==> config.mk <==
export PLATFORM = sky130hd
export DESIGN_NAME = dmem_sched
export DESIGN_NICKNAME = d
export VERILOG_FILES = /design/src/rtl/dmem_sched.sv
export SDC_FILE = /design/constraint.sdc
export NUM_CORES = 1
export LEC_CHECK = 0
export ABC_AREA = 0
export BUFFER_PORTS_ARGS = -buffer_cell sky130_fd_sc_hd__buf_2
export CAP_MARGIN = 20
export CORE_MARGIN = 8
export CORE_UTILIZATION = 31
export DETAILED_ROUTE_END_ITERATION = 6
export GPL_ROUTABILITY_DRIVEN = 1
export PLACE_DENSITY_LB_ADDON = 0.12
export SLEW_MARGIN = 20
export SYNTH_ARGS = -nofsm -noshare
export SYNTH_HDL_FRONTEND = slang
export SYNTH_SLANG_ARGS = --single-unit
==> constraint.sdc <==
create_clock -name clk -period 2.67 [get_ports clk]
set_clock_uncertainty 0.15 [all_clocks]
set_input_delay 0.1335 -clock clk [delete_from_list [all_inputs] [get_ports clk]]
set_output_delay 0.1335 -clock clk [all_outputs]
set_load 0.02 [all_outputs]
==> src/rtl/dmem_sched.sv <==
// dmem_sched: two-requester (core LSU = r0, DMA = r1) scheduler in front of a
// single 32-bit word memory. Grants round-robin, splits misaligned accesses
// into two word beats, and merges split load data before responding.
//
// Handshake: a request on rN transfers on a rising edge where req_valid[N]
// and req_ready[N] are both high; req_ready is offered only in IDLE, to at
// most one requester, and a requester may withdraw valid before that edge.
module dmem_sched (
    input  logic        clk,
    input  logic        rst,
    input  logic [1:0]  req_valid,
    output logic [1:0]  req_ready,
    input  logic [1:0]  req_we,
    input  logic [63:0] req_addr,
    input  logic [3:0]  req_size,
    input  logic [63:0] req_wdata,
    output logic [1:0]  rsp_valid,
    output logic        rsp_err,
    output logic [31:0] rsp_rdata,
    output logic        mem_en,
    output logic        mem_we,
    output logic [31:0] mem_addr,
    output logic [3:0]  mem_be,
    output logic [31:0] mem_wdata,
    input  logic [31:0] mem_rdata
);

    typedef enum logic [1:0] {
        IDLE  = 2'd0,
        BEAT0 = 2'd1,
        BEAT1 = 2'd2,
        RESP  = 2'd3
    } state_t;

    state_t      state;
    logic        last_grant;
    logic        grant_idx;
    logic        lat_we;
    logic [31:0] lat_addr;
    logic [1:0]  lat_size;
    logic [31:0] lat_wdata;
    logic [31:0] d0;

    // Arbitration and the fields of the selected requester.
    logic        grant_sel;
    logic        accept;
    logic        sel_we;
    logic [31:0] sel_addr;
    logic [1:0]  sel_size;
    logic [31:0] sel_wdata;

    // Geometry of the latched request.
    logic [1:0]  off;
    logic [2:0]  off3;
    logic [3:0]  nbytes;
    logic [3:0]  byte_mask;
    logic [31:0] data_mask;
    logic        split;
    logic [5:0]  sh0;
    logic [5:0]  sh1;
    logic [31:0] base;

    // Round-robin choice: a lone requester wins, a tie goes to the one not granted last.
    always_comb begin
        grant_sel = 1'b0;
        case (req_valid)
            2'b01:   grant_sel = 1'b0;
            2'b10:   grant_sel = 1'b1;
            2'b11:   grant_sel = ~last_grant;
            default: grant_sel = 1'b0;
        endcase
        accept    = (state == IDLE) && !rst && (req_valid != 2'b00);
        req_ready = 2'b00;
        if (accept) begin
            req_ready = grant_sel ? 2'b10 : 2'b01;
        end
        sel_we    = grant_sel ? req_we[1]         : req_we[0];
        sel_addr  = grant_sel ? req_addr[63:32]   : req_addr[31:0];
        sel_size  = grant_sel ? req_size[3:2]     : req_size[1:0];
        sel_wdata = grant_sel ? req_wdata[63:32]  : req_wdata[31:0];
    end

    // Byte offset, access width and split detection for the request in flight.
    always_comb begin
        off  = lat_addr[1:0];
        off3 = {1'b0, off};
        base = {lat_addr[31:2], 2'b00};
        sh0  = {1'b0, off, 3'b000};
        sh1  = 6'd32 - sh0;
        case (lat_size)
            2'b00: begin nbytes = 4'd1; byte_mask = 4'b0001; data_mask = 32'h0000_00FF; end
            2'b01: begin nbytes = 4'd2; byte_mask = 4'b0011; data_mask = 32'h0000_FFFF; end
            2'b10: begin nbytes = 4'd4; byte_mask = 4'b1111; data_mask = 32'hFFFF_FFFF; end
            default: begin nbytes = 4'd0; byte_mask = 4'b0000; data_mask = 32'h0000_0000; end
        endcase
        split = ({2'b00, off} + nbytes) > 4'd4;
    end

    // Output decode from the current state; everything idles at zero outside the beats.
    always_comb begin
        mem_en    = 1'b0;
        mem_we    = 1'b0;
        mem_addr  = 32'h0;
        mem_be    = 4'b0000;
        mem_wdata = 32'h0;
        rsp_valid = 2'b00;
        rsp_err   = 1'b0;
        rsp_rdata = 32'h0;
        case (state)
            BEAT0: begin
                mem_en    = 1'b1;
                mem_we    = lat_we;
                mem_addr  = base;
                mem_be    = byte_mask << off;
                mem_wdata = lat_wdata << sh0;
            end
            BEAT1: begin
                mem_en    = 1'b1;
                mem_we    = lat_we;
                mem_addr  = base + 32'd4;
                mem_be    = byte_mask >> (3'd4 - off3);
                mem_wdata = lat_wdata >> sh1;
            end
            RESP: begin
                rsp_valid = grant_idx ? 2'b10 : 2'b01;
                rsp_err   = (lat_size == 2'b11);
                if (!lat_we && (lat_size != 2'b11)) begin
                    // Split loads stitch the low part of beat 0 under the high part of beat 1.
                    if (split) begin
                        rsp_rdata = ((d0 >> sh0) | (mem_rdata << sh1)) & data_mask;
                    end else begin
                        rsp_rdata = (mem_rdata >> sh0) & data_mask;
                    end
                end
            end
            default: ;
        endcase
    end

    // Sequencer: latch on accept, walk the beats, pulse the response, return to IDLE.
    always_ff @(posedge clk) begin
        if (rst) begin
            state      <= IDLE;
            last_grant <= 1'b1;
            grant_idx  <= 1'b0;
            lat_we     <= 1'b0;
            lat_addr   <= 32'h0;
            lat_size   <= 2'b00;
            lat_wdata  <= 32'h0;
            d0         <= 32'h0;
        end else begin
            case (state)
                IDLE: begin
                    if (accept) begin
                        last_grant <= grant_sel;
                        grant_idx  <= grant_sel;
                        lat_we     <= sel_we;
                        lat_addr   <= sel_addr;
                        lat_size   <= sel_size;
                        lat_wdata  <= sel_wdata;
                        state      <= (sel_size == 2'b11) ? RESP : BEAT0;
                    end
                end
                BEAT0: begin
                    state <= split ? BEAT1 : RESP;
                end
                BEAT1: begin
                    // Beat-0 read data is on mem_rdata during this cycle.
                    d0    <= mem_rdata;
                    state <= RESP;
                end
                RESP: begin
                    state <= IDLE;
                end
                default: state <= IDLE;
            endcase
        end
    end

endmodule

Yosys cells after proc, flatten, opt, wreduce, memory -nomap -nowiden. Index checks and enable logic that the tools add are counted.

$add $sub $neg: 4. Multiply operators: 0. Divide/modulo/power cells: 0. Order comparisons: 1. Eq/ne operators: 11. Shifts and indexed selects: 7. Multiplexer cells: 25. Bitwise logic cells: 4. Reduce and logical (&&, ||, !) cells: 10.

Operators with widths (number): 32-bit 2-to-1 mux (5); 32-bit case mux with 2 select lines (2); 32-bit case mux with 3 select lines (1); 32-bit bitwise AND (2); 32-bit by 5-bit right shift with 32-bit output (2); 32-bit by 3-bit adder with 32-bit output, second input constant (1); 32-bit OR (1); 32-bit by 5-bit left shift with 32-bit output (1); 32-bit by 6-bit left shift with 32-bit output (1); 32-bit by 6-bit right shift with 32-bit output (1); 2-bit == test, second input constant (7); 2-bit 2-to-1 mux (7); 4-bit case mux with 3 select lines (1); 3-bit case mux with 3 select lines (1); 2-bit case mux with 4 select lines (1); 4-bit case mux with 2 select lines (1); 6-bit by 5-bit subtractor with 6-bit output, first input constant (1); 1-bit 2-to-1 mux (5); 2-bit by 4-bit adder with 4-bit output (1); 2-bit by 1-bit == test with 1-bit output, second input constant (2); 4-bit by 3-bit > comparator with 1-bit output, second input constant (1); 2-bit zero test (2); 2-bit != test, second input constant (2); 4-bit by 2-bit left shift with 4-bit output (1); other kinds (9) (12).

Register bits: 103. Latch bits: 0. Memory bits (writable): 0. ROM bits: 0. Input bits: 170. Output and inout bits: 107. Word-level logic and storage cells: 70. Memories: 0.

Longest topological paths before layout.
Depth in word-level cells: 7. Depth in mapped cells: 12. Depth with buffers taken out: 9.

Worst setup path after synthesis. OpenSTA, ideal clock, no wires.

Path kind: register -> output. Start: register lat_addr[0]. End: output rsp_rdata[14]. Arrival time: 2.907 ns. Required time: 2.386 ns. Path slack: -0.520 ns. Stages on the path, launching flop included: 13. Path buffers: 5. Cells stage by stage: dfxtp_1 -> buf_2 -> inv_1 -> clkbuf_1 -> buf_1 -> ha_1 -> buf_2 -> nor2_1 -> buf_2 -> a221oi_1 -> a311oi_1 -> a21oi_1 -> nor2_1.

Longest elaborated chain between the ends: 7. Elaborated cells on any way between the ends: 12. Those cells by class: 2 x add/sub; 1 x order compare; 3 x shift; 3 x mux; 3 x bitwise.

RTL lines: from (decl) (RTL line 39) `logic [31:0] lat_addr;`; from (signal assigned) (RTL line 158) `lat_addr <= sel_addr;`; 6-bit by 5-bit subtractor with 6-bit output (RTL line 89) `sh1 = 6'd32 - sh0;`; 32-bit by 6-bit left shift with 32-bit output (RTL line 130) `rsp_rdata = ((d0 >> sh0) | (mem_rdata << sh1)) & data_mask;`; 32-bit OR (RTL line 130); 32-bit bitwise AND (RTL line 130); 32-bit 2-to-1 mux (*) (RTL line 129) `if (split) begin`; 32-bit 2-to-1 mux (*) (RTL line 127) `if (!lat_we && (lat_size != 2'b11)) begin`; 32-bit 2-to-1 mux (*) (RTL line 109) `case (state)`; to (decl) (RTL line 19) `output logic [31:0] rsp_rdata,`.

Every way passes the cells marked *; elsewhere a longest branch is shown, timed or not.

Worst setup path after layout.
Start: register lat_size[0]. End: output rsp_rdata[5].

Longest elaborated chain between the ends: 7. Elaborated cells on any way between the ends: 14. Those cells by class: 1 x add/sub; 1 x order compare; 3 x eq/ne; 5 x mux; 2 x bitwise; 2 x reduce/logical.

RTL lines: from (decl) (RTL line 40) `logic [1:0] lat_size;`; from (signal assigned) (RTL line 159) `lat_size <= sel_size;`; 2-bit == test, or another cell as far along (RTL line 90) `case (lat_size)`; 3-bit case mux with 3 select lines (RTL line 90); 2-bit by 4-bit adder with 4-bit output (RTL line 96) `split = ({2'b00, off} + nbytes) > 4'd4;`; 4-bit by 3-bit > comparator with 1-bit output (RTL line 96); 32-bit 2-to-1 mux (RTL line 129); 32-bit 2-to-1 mux (*) (RTL line 127); 32-bit 2-to-1 mux (*) (RTL line 109).

Marks and branches as above.

==> results_dict.tcl <==
set metrics [dict create \
    place_area_um2 10700 \
    io-pin-count 277 \
    cp-end-kind "primary output" \
    rsz0062_at_grt "yes" \
    vdd_drop_max_v 0.000436 \
    max_freq_mhz 296 \
    worstPathRequired_ps 2390 \
    cap_violations 0 \
    final_nets 1628 \
    viasPerCell 5.45 \
    syn_inst 1060 \
    die_area_um2 32700 \
    violations "negative hold slack, negative setup slack" \
    pre_cts_ws_ps -377 \
    fin_crit_ps 3380 \
    multi_input_area_um2 6590 \
    coreArea_um2 26800 \
    final_common_cell "buf_2" \
    fin_area_um2 13300 \
    synth_warnings 0 \
    period_share 1.27 \
    crit_chain "inv_2 -> ha_4 -> ha_4 -> fa_2 -> o22a_4 -> a2bb2oi_4 -> buf_6 -> buf_16 -> mux4_2 -> a22oi_2 -> a21oi_4 -> buf_6" \
    num_rows 60 \
    postRouteAntennaNets 0 \
    outcome "finished with violations" \
    hold_viol 2 \
    cts_tree "yes" \
    seqCellArea_um2 2070 \
    critical_path.slowest_cell "mux4_2" \
    ctsLongestPathBuffers 2 \
    area.growth.synth_to_final_pct 57.9 \
    initial_core_util 0.314 \
    drt_iter0_drc 599 \
    fin_hold_ws_ps -5.39 \
    p_per_area_nw_per_um2 943 \
    io_buffers 274 \
    synthArstFlopShare 0 \
    rrSetupSlack_ps 390 \
    synth_flop_cell "dfxtp_1" \
    p_total_uw 12500 \
    arrival_ps 3100 \
    track_usage 0.205 \
    synth_edf_count 0 \
    hp-class "input port to register" \
    setup_viol 56 \
    worst_pin_slew_ps 846 \
    grt_max_degree 62 \
    overflow 0 \
    ys_seq_elements 103 \
    grt_pass1_vias 9878 \
    h-tree-depth 3 \
    ys_types 62 \
    slowest_delay_ps 520 \
    slew_headroom 0.434 \
    antenna_found_initial 2 \
    drc 0 \
    finalWorstSetupSlack_ps -711 \
    clock_latency_ps 360 \
    yosysSeqAreaShare 0.245 \
    leakage_uw 0.00528 \
    drive_above_1_share 0.398 \
    syn_area_um2 8410 \
    cts-root-buf "clkbuf_16" \
    die_h_um 181 \
    num_vias 9766 \
    cts_num_sinks 103 \
    place_congestion 0.836 \
    n_fill_cell 2566 \
    crit_type "register to primary output" \
    dp.final_hpwl_um 24600 \
    avgSynthCellArea_um2 7.93 \
    die_w_um 181 \
    drt_first_pass_iters 5 \
    numCtsBuffers 9 \
    wl_per_cell_um 19.6 \
    grt_pass1_wl_um 54400 \
    layout_common_cells "212 x buf_2, 130 x nor2_1, 129 x mux2i_1" \
    antenna_cells 0 \
    setup.worst_path.start_class "register" \
    wl_um 35200 \
    slew_violations 0 \
    cts.reportedPaths.clkPinSlew_ps 80 \
    cp_max_fo 6 \
]
## synthesized netlist by cell type, types with 3 or more instances
library cell,instances,share of area
and2_1,9,0.0067
mux2_2,16,0.021
a311oi_1,13,0.014
a22oi_1,37,0.033
nor2b_1,7,0.0052
mux4_1,8,0.025
nand2b_1,5,0.0037
a22o_1,19,0.020
buf_4,5,0.0045
mux4_2,9,0.024
nor3_1,6,0.0036
a41oi_1,4,0.0042
o21ai_0,58,0.035
buf_1,13,0.0058
a211oi_1,68,0.061
a31oi_1,13,0.0097
and3_1,10,0.0074
o2bb2ai_1,5,0.0052
o22ai_1,9,0.0067
dfxtp_1,103,0.25
nand3b_1,3,0.0027
inv_1,20,0.0089
ha_1,12,0.018
buf_2,25,0.015
nand2_1,83,0.037
a221oi_1,14,0.015
nor2_1,161,0.072
o211ai_1,3,0.0027
a21oi_1,74,0.044
o31ai_1,10,0.0089
clkbuf_1,53,0.024
nand3_1,11,0.0065
nand4_1,10,0.0074
mux2i_1,129,0.15
## kinds of logic after synthesis
logic type / after synthesis / synth area share
adders and majority gates: 13 / 0.0202
AOI/OAI and AO/OA: 338 / 0.272
other: 1 / 0.000446
buffers and inverters: 120 / 0.0644
and+or+nand+nor: 321 / 0.172
xor gates and xnor gates: 2 / 0.00208
DFF: 103 / 0.245
muxes: 162 / 0.224
## critical path, delay by kind of cell, from the launching register on
family	cells	cell delay [ps]
fa+ha+maj	3	720
compound gates	4	670
mux	1	520
buf+inv	4	480
flops	1	340
## sequential cells by signal, summed over array words and instances (netlist names)
register / count
lat_wdata: 32
last_grant: 1
lat_addr: 32
lat_we: 1
lat_size: 2
state: 2
grant_idx: 1
d0: 32
## worst paths after layout
kind,from,to,cells after the start
setup reg to reg,lat_size[0]$_SDFFE_PP0P_,state[0]$_SDFFE_PP0P_,11
hold / removal,req_wdata[13],lat_wdata[13]$_SDFFE_PP0P_,3
hold reg to reg,grant_idx$_SDFFE_PP0P_,grant_idx$_SDFFE_PP0P_,2
setup / recovery,lat_size[0]$_SDFFE_PP0P_,rsp_rdata[5],12
## layout make-up
class / count / area share
clock inverters: 6 / 0.00377
clock buffers: 10 / 0.0180
inverters: 20 / 0.00612
multi-input cells: 838 / 0.496
well taps: 341 / 0.0321
repair buffers: 473 / 0.288
flip-flops and latches: 103 / 0.156
## per-layer routing
layer | share of wire | up-vias | track usage
li1 | - | 4732 | -
met1 | 0.42 | 4587 | 0.253
met2 | 0.49 | 389 | 0.351
met3 | 0.067 | 54 | 0.0481
met4 | 0.019 | 4 | 0.0556
met5 | 0.00065 | - | 0
## power breakdown
part	total, uW	internal (uW)	switching [uW]	leakage, uW
logic	8550	3910	4650	0.00429
clock network	1340	674	671	0.000141
registers	2620	1990	627	0.000853
total	12500	6570	5950	0.00528
## what timing repair did
action,4_1_cts,5_1_grt
buffers inserted,14,13
pin swaps,58,36
endpoints found under the setup margin,73,85
gates resized for setup,182,84
cloned,5,1
hold endpoints to repair,67,0
hold buffers,98,0
## stage by stage
step | hold WS [ps] | std cells | setup TNS (ps) | util
finish | -5.39 | 1791 | -19130 | 0.496
detailed placement | 286 | 1646 | -5880 | 0.400
CTS | 1.39 | 1779 | -18670 | 0.480
global route | 5.15 | 1791 | -24320 | 0.496
floorplan | 130 | 1061 | -1610 | -
global placement | 279 | 1646 | -5360 | 0.400
(Power assumes the default switching activity.)
